$ cat src/rtl/uart_tx_buffered.sv
// uart_tx_buffered: byte FIFO with a valid/ready write port feeding an LSB-first
// asynchronous serialiser that has its own baud timer.
module uart_tx_buffered #(
   parameter int CLKS_PER_BIT = 10417,
   parameter int FIFO_DEPTH   = 16,
   parameter int PARITY_EN    = 0,
   parameter int STOP_BITS    = 1,
   localparam int CW          = $clog2(FIFO_DEPTH) + 1
) (
   input  logic          CLK,
   input  logic          RST,
   input  logic [7:0]    wr_data,
   input  logic          wr_valid,
   output logic          wr_ready,
   output logic          ser_out,
   output logic          busy,
   output logic [CW-1:0] fifo_count
);

   localparam int PW = $clog2(FIFO_DEPTH);
   localparam int TW = $clog2(CLKS_PER_BIT);

   typedef enum logic [2:0] {
      IDLE,
      START,
      DATA,
      PARITY,
      STOP
   } state_t;

   logic [7:0]    r_mem [FIFO_DEPTH];
   logic [PW-1:0] r_wrPtr;
   logic [PW-1:0] r_rdPtr;
   logic [CW-1:0] r_count;
   logic          r_nonEmpty;

   state_t        r_state;
   logic [TW-1:0] r_timer;
   logic [2:0]    r_bitIdx;
   logic [7:0]    r_shift;
   logic          r_parity;
   logic          r_serOut;

   state_t        w_stateNext;
   logic [TW-1:0] w_timerNext;
   logic [2:0]    w_bitIdxNext;
   logic [7:0]    w_shiftNext;
   logic          w_parityNext;
   logic          w_serNext;
   logic          w_push;
   logic          w_pop;
   logic          w_tick;
   logic [7:0]    w_headByte;

   assign wr_ready   = (r_count != CW'(FIFO_DEPTH));
   assign w_push     = wr_valid && wr_ready;
   assign w_headByte = r_mem[r_rdPtr];
   assign w_tick     = (r_timer == TW'(CLKS_PER_BIT - 1));
   assign ser_out    = r_serOut;
   assign busy       = (r_state != IDLE) || (r_count != '0);
   assign fifo_count = r_count;

   // FIFO pointers and occupancy; r_nonEmpty delays the idle start decision by one
   // cycle so a byte written into an empty FIFO reaches the line exactly two edges later
   always_ff @(posedge CLK or negedge RST) begin
      if (!RST) begin
         r_wrPtr    <= '0;
         r_rdPtr    <= '0;
         r_count    <= '0;
         r_nonEmpty <= 1'b0;
      end else begin
         if (w_push) begin
            r_wrPtr <= r_wrPtr + 1'b1;
         end
         if (w_pop) begin
            r_rdPtr <= r_rdPtr + 1'b1;
         end
         case ({w_push, w_pop})
            2'b10:   r_count <= r_count + 1'b1;
            2'b01:   r_count <= r_count - 1'b1;
            default: r_count <= r_count;
         endcase
         r_nonEmpty <= (r_count != '0);
      end
   end

   // FIFO storage needs no reset: only slots covered by the pointers are ever read
   always_ff @(posedge CLK) begin
      if (w_push) begin
         r_mem[r_wrPtr] <= wr_data;
      end
   end

   // Transmit state, bit timer, bit counter, shift register and the registered line
   always_ff @(posedge CLK or negedge RST) begin
      if (!RST) begin
         r_state  <= IDLE;
         r_timer  <= '0;
         r_bitIdx <= '0;
         r_shift  <= '0;
         r_parity <= 1'b0;
         r_serOut <= 1'b1;
      end else begin
         r_state  <= w_stateNext;
         r_timer  <= w_timerNext;
         r_bitIdx <= w_bitIdxNext;
         r_shift  <= w_shiftNext;
         r_parity <= w_parityNext;
         r_serOut <= w_serNext;
      end
   end

   // Next-state logic; the next line level is chosen on each transition so that every
   // bit, start and stop included, is held for exactly CLKS_PER_BIT cycles
   always_comb begin
      w_stateNext  = r_state;
      w_timerNext  = r_timer;
      w_bitIdxNext = r_bitIdx;
      w_shiftNext  = r_shift;
      w_parityNext = r_parity;
      w_serNext    = r_serOut;
      w_pop        = 1'b0;
      case (r_state)
         IDLE: begin
            w_timerNext  = '0;
            w_bitIdxNext = '0;
            w_serNext    = 1'b1;
            if (r_nonEmpty && (r_count != '0)) begin
               w_pop        = 1'b1;
               w_shiftNext  = w_headByte;
               w_parityNext = ^w_headByte;
               w_serNext    = 1'b0;
               w_stateNext  = START;
            end
         end
         START: begin
            if (w_tick) begin
               w_timerNext  = '0;
               w_bitIdxNext = '0;
               w_serNext    = r_shift[0];
               w_stateNext  = DATA;
            end else begin
               w_timerNext = r_timer + 1'b1;
            end
         end
         DATA: begin
            if (w_tick) begin
               w_timerNext = '0;
               w_shiftNext = {1'b0, r_shift[7:1]};
               if (r_bitIdx == 3'd7) begin
                  w_bitIdxNext = '0;
                  if (PARITY_EN != 0) begin
                     w_serNext   = r_parity;
                     w_stateNext = PARITY;
                  end else begin
                     w_serNext   = 1'b1;
                     w_stateNext = STOP;
                  end
               end else begin
                  w_bitIdxNext = r_bitIdx + 1'b1;
                  w_serNext    = r_shift[1];
               end
            end else begin
               w_timerNext = r_timer + 1'b1;
            end
         end
         PARITY: begin
            if (w_tick) begin
               w_timerNext  = '0;
               w_bitIdxNext = '0;
               w_serNext    = 1'b1;
               w_stateNext  = STOP;
            end else begin
               w_timerNext = r_timer + 1'b1;
            end
         end
         STOP: begin
            if (w_tick) begin
               w_timerNext = '0;
               if (r_bitIdx == 3'(STOP_BITS - 1)) begin
                  w_bitIdxNext = '0;
                  if (r_count != '0) begin
                     w_pop        = 1'b1;
                     w_shiftNext  = w_headByte;
                     w_parityNext = ^w_headByte;
                     w_serNext    = 1'b0;
                     w_stateNext  = START;
                  end else begin
                     w_serNext   = 1'b1;
                     w_stateNext = IDLE;
                  end
               end else begin
                  w_bitIdxNext = r_bitIdx + 1'b1;
                  w_serNext    = 1'b1;
               end
            end else begin
               w_timerNext = r_timer + 1'b1;
            end
         end
         default: begin
            w_stateNext = IDLE;
            w_serNext   = 1'b1;
         end
      endcase
   end

endmodule

$ cat config.mk
export PLATFORM = sky130hd
export DESIGN_NAME = uart_tx_buffered
export DESIGN_NICKNAME = d
export VERILOG_FILES = /design/src/rtl/uart_tx_buffered.sv
export SDC_FILE = /design/constraint.sdc
export NUM_CORES = 1
export LEC_CHECK = 0
export BUFFER_PORTS_ARGS = -buffer_cell sky130_fd_sc_hd__buf_4
export CAP_MARGIN = 10
export CORE_MARGIN = 2
export CORE_UTILIZATION = 55
export CTS_BUF_LIST = sky130_fd_sc_hd__clkbuf_4 sky130_fd_sc_hd__clkbuf_8
export CTS_CLUSTER_SIZE = 10
export DETAILED_ROUTE_END_ITERATION = 16
export PLACE_DENSITY = 0.72
export SETUP_SLACK_MARGIN = 0.4
export SYNTH_ARGS = -nofsm -noshare
export SYNTH_HDL_FRONTEND = slang
export SYNTH_SLANG_ARGS = --single-unit
$ cat constraint.sdc
create_clock -name CLK -period 9.1 [get_ports CLK]
set_clock_uncertainty 0.2 [all_clocks]
set_input_delay 1.82 -clock CLK [delete_from_list [all_inputs] [get_ports CLK]]
set_output_delay 1.82 -clock CLK [all_outputs]
set_load 0.1 [all_outputs]
### Word level (Yosys, flattened, before mapping)

Memory sizes are Yosys's and may differ from the RTL's.
Cells that the tools add are included.

* bits in registers: 43
* RAM bits: 128
* output and inout bits: 8
* word-level logic and storage cells: 91
* memories kept: 1

Memories
* r_mem: words 16, bits a word 8, read ports 1, clocked after memory_dff 0, write ports 1, line 31 `logic [7:0] r_mem [FIFO_DEPTH];`

* add/sub/neg operators: 6
* equality and inequality tests: 18
* muxes and demuxes: 40
* reductions and logical operators: 17

Operators by type and width (count)
* $mux 8: 5
* $mux 3: 12
* $pmux 14 s2: 1
* $pmux 8 s3: 1
* $ne 2x2->1 const B: 8
* $mux 1: 15
* $pmux 3 s5: 1
* $add 14x1->14 const B: 1
* $eq 14x14->1 const B: 1
* $mux 14: 1
* $pmux 3 s4: 1
* $pmux 5 s2: 1
* $add 4x1->4 const B: 2
* $reduce_and 4->1: 2
* $reduce_and 7->1: 1
* $eq 3x2->1 const B: 2
* $eq 3x3->1 const B: 2
* $logic_not 3->1: 2
* $reduce_and 6->1: 1
* $reduce_bool 3->1: 2
* $add 5x1->5 const B: 1
* $ne 5x5->1 const B: 1
* $pmux 1 s5: 1
* $reduce_bool 5->1: 1
* other kinds (13): 15

### Depth between registers and ports, before layout

* depth in word-level cells: 7
* gate-level depth with buffers: 15
* depth with buffers taken out: 15

### Least setup slack after synthesis

OpenSTA, ideal clock, no wires.

* path type: reg2reg
* start: register r_count[0], in the netlist fifo_count[0]
* end: register r_count[4], in the netlist fifo_count[4]
* setup time: 164 ps
* data arrival time: 3798 ps
* path slack: 4938 ps
* stages on the path, launching flop included: 14
* buffers on the path: 1
* period minus slack after synthesis: 4162 ps
* cell sequence: dfrtp_1 nor4_1 nand2_1 and2_1 clkbuf_1 inv_1 ha_1 inv_1 fa_1 nor2b_1 o21ai_0 and3_1 nor3_1 xor2_1

* elaborated cells on any way between the ends: 15

RTL lines
* start, declared: line 34 `logic [CW-1:0] r_count;`
* start signal, assigned: line 79 `2'b10: r_count <= r_count + 1'b1;`
* start signal, assigned: line 80 `2'b01: r_count <= r_count - 1'b1;`
* start signal, assigned: line 81 `default: r_count <= r_count;`
* $ne 5x5->1 (*): line 55 `assign wr_ready = (r_count != CW'(FIFO_DEPTH));`
* net wr_ready: line 14 `output logic wr_ready,`
* $logic_and 1x1->1 (*): line 56 `assign w_push = wr_valid && wr_ready;`
* $eq 2x1->1 or $eq 2x2->1 (tied branches): line 78 `case ({w_push, w_pop})`
* $pmux 5 s2 or $reduce_bool 2->1 (tied branches)

Mark *: on every way through the listed nets, which the timed path passes. The rest lies on a longest branch.
A chain may end at the register's enable or synchronous reset.

### Final worst setup path

* start: register r_timer[0]
* end: register r_count[4], in the netlist fifo_count[4]

* word-level cells in the longest chain between the ends: 5
* elaborated cells on any way between the ends: 7

RTL lines
* start, declared: line 38 `logic [TW-1:0] r_timer;`
* start signal, assigned: line 105 `r_timer <= w_timerNext;`
* $eq 14x14->1 (*): line 58 `assign w_tick = (r_timer == TW'(CLKS_PER_BIT - 1));`
* $mux 1 (*): line 178 `if (w_tick) begin`
* $pmux 1 s2 (*): line 123 `case (r_state)`
* net w_pop: line 51 `logic w_pop;`
* $eq 2x1->1 or $eq 2x2->1 (tied branches): line 78
* $pmux 5 s2 or $reduce_bool 2->1 (tied branches)

Marks and branches as above.

==> results.tsv <==
stage	metric	value	unit
synth	synth_area_leaders	edfxtp_1, dfrtp_1, mux4_2	
clocking	clockBufferDepth	2	
clocking	numCtsBuffers	17	
placement	routabilityCongestion	0.858	
clocking	cts_root_buf	clkbuf_8	
global_routing	grt_pass1_vias	4058	
die	core_area	13100	um^2
drt	drtIter0Drc	325	
die	rows	42	
power	peakVddDrop	0.000212	V
clocking	cts_max_level	4	
critical_path	start_kind	flop	
clocking	clock_sinks	171	
synth	yosys.area_share.simple	8.41	%
sta	setup-violations-final	0	
cells_and_area	syn2layout_area_growth	9.92	%
placement	buffer_ports.inserted	18	
sta	rsz0062_at_grt	false	
global_routing	grt_overflow	0	
critical_path	setup.worst_path.class	reg -> reg	
drt	final_antenna_net_count	0	
power	p_per_area	290	nW/um^2
synth	synthCells	478	
power	p_leak	2.79	nW
sta	setup_tns	0	ns
clocking	hold_buffers	0	
power	power.switching	0.834	mW
critical_path	arrival	4.58	ns
clocking	cts.clk_slew.worst_paths	0.10	ns
drt	drc_errors	0	
synth	synth_seq_cells	171	
synth	yosysTopAreaCellShare	52.7	%
critical_path	end_kind	flop	
die	fp.dieH	119	um
power	sequentialPowerShare	46.5	%
placement	hpwlAfterDp	8650	um
sta	finalHoldViolCount	0	
cells_and_area	drive_gt1_share	18.9	%
drt	detail_route.wirelength	13300	um
outcome	outcome	finished, final reports clean	
power	internal_power	1.49	mW
cells_and_area	nNetsFinal	525	
sta	finalCriticalPeriod	4.38	ns
die	die_area	14200	um^2
synth	synth_xor_area_share	2.04	%
sta	slew_headroom	34.3	%
synth	ys_async_sr_fraction	25.1	%
min_path	hold_class	reg -> reg	
cells_and_area	diodes	0	
sta	slew_violations	0	
clocking	insertion_delay	0.47	ns
cells_and_area	final_cell_mix	edfxtp_1, dfrtp_1, nor2_1	
flow_run	max-cap-violations	0	
cells_and_area	final_common_cell	edfxtp_1	
power	power	2.32	mW
synth	synthFlopType	edfxtp_1	
synth	synthAdderAreaFrac	2.81	%
synth	ys_types	52	
global_routing	grt_max_degree	44	
sta	clock.fmax	228	MHz
synth	yosys_warnings	0	
synth	netlist_area	7290	um^2
clocking	cts_setup_buffers	0	
die	fp.dieW	119	um
global_routing	gr-usage-all-layers	20.6	%
drt	num_vias	4054	
power	comb_power_share	30.1	%
synth	seq_area_frac_synth	67.5	%
synth	synthMuxAreaShare	10.2	%
drt	wire_per_inst	19.4	um
sta	worst_slew_pin_slew	0.982	ns
die	start_util	55.7	%
drt	drtPass1Iterations	4	
global_routing	grt_pass1_wl	21700	um
synth	syn_avg_cell_area	15.3	um^2
synth	synth_top_cell_by_area	edfxtp_1	
global_routing	antenna_found_initial	0	
critical_path	cp_data_required_time	9.29	ns
synth	synth-compound-area-share	6.66	%
synth	synth-edff-count	128	
sta	period_share	48.2	%
power	pwr-share-clk	23.3	%
synth	syn-num-nets	504	
power	switching_share	35.9	%
clocking	cts_tree	built	
clocking	post_cts_resized	0	
die	ios	19	
critical_path	crit_fanout	18	
drt	via_per_inst	5.89	
synth	synth_top_family_by_area	multiplexers	
[synth_stat cells (2+ instances only)]
master / instances
edfxtp_1: 128
dfrtp_1: 42
nor2_1: 37
mux4_2: 32
a21oi_1: 28
o21ai_0: 21
inv_1: 20
nand2_1: 20
clkbuf_1: 15
ha_1: 14
a22oi_1: 13
xor2_1: 9
nand3_1: 8
nand4_1: 8
nor3_1: 8
xnor2_1: 8
nand2b_1: 7
or3_1: 6
nor2b_1: 4
and2_1: 3
and3_1: 3
buf_1: 3
buf_2: 3
o31ai_1: 3
a211oi_1: 2
a21o_1: 2
nand3b_1: 2
nor3b_1: 2
nor4_1: 2
o22ai_1: 2
or4_1: 2
[kinds of logic after synthesis]
group | after synthesis
XOR/XNOR | 17
AO/OA/AOI/OAI | 79
multiplexers | 34
flip-flops | 171
AND/OR/NAND/NOR | 118
adder cells (fa/ha/maj) | 16
buffers and inverters | 43
[registers in the layout, indices dropped and copies added (netlist names)]
name / cells
r_mem: 128
r_wrPtr: 4
r_state: 3
fifo_count: 5
r_bitIdx: 3
r_shift: 8
r_nonEmpty: 1
r_timer: 14
ser_out: 1
r_rdPtr: 4
[metal layers]
metal / GRT usage (%) / up-vias / wire length [um]
li1: - / 1866 / -
met4: 8.33 / 0 / 235
met5: 0 / - / 0
met3: 4.02 / 26 / 527
met1: 27.8 / 2066 / 5820
met2: 33.3 / 96 / 6750
[critical path: stages (launching register included)]
cell      delay [ns]
dfrtp_1         0.44
inv_1           0.09
ha_1            0.13
or4b_4          0.46
or4_4           0.58
o31ai_4         0.69
nand2_4         0.13
clkinv_2        0.11
ha_1            0.22
inv_1           0.10
fa_1            0.41
nor2b_1         0.11
o21ai_0         0.11
and3_1          0.21
nor3_1          0.17
xor2_1          0.15
[cell type report]
class                      count  area [um^2]
fill                         952         5070
clock buffer                  17          234
sequential                   171         4920
multi-input combinational    264         2200
timing repair buffer          24          180
tap                          176          220
clock inverter                15          180
inverter                      21         80.1
[stage by stage]
step / hold slack, ns / instance area, um^2 / setup slack, ns / util [%] / std cells
after floorplan: 0.294 / 7290 / 4.94 / - / 478
after global placement: 0.295 / 7600 / 4.87 / 58.1 / 656
after detailed placement: 0.305 / 7600 / 4.76 / 58.1 / 656
after CTS: 0.319 / 8020 / 4.72 / 61.3 / 688
after global routing: 0.346 / 8020 / 4.43 / 61.3 / 688
final: 0.314 / 8020 / 4.72 / 61.3 / 688
[power by group through the flow]
stage	logic, mW	clock network (mW)	registers, mW
2_1_floorplan	0.498	0	1.13
5_1_grt	0.765	0.579	1.10
4_1_cts	0.711	0.551	1.08
3_5_place_dp	0.707	0	1.10
6_report	0.700	0.541	1.08
3_3_place_gp	0.695	0	1.09
[final timing paths]
| path | from | to | slack (ns) | cells past startpoint |
|---|---|---|---|---|
| max in group asynchronous | RST | r_rdPtr[1] | 7.16 | 1 |
| hold / removal | ser_out | ser_out | 0.31 | 2 |
| setup reg to reg | r_timer[0] | fifo_count[4] | 4.72 | 15 |
| setup / recovery | r_timer[0] | fifo_count[4] | 4.72 | 15 |
| hold reg to reg | ser_out | ser_out | 0.31 | 2 |
| min in group asynchronous | RST | r_timer[12] | 1.12 | 1 |
Note: power is estimated with default switching activity, not from simulation.
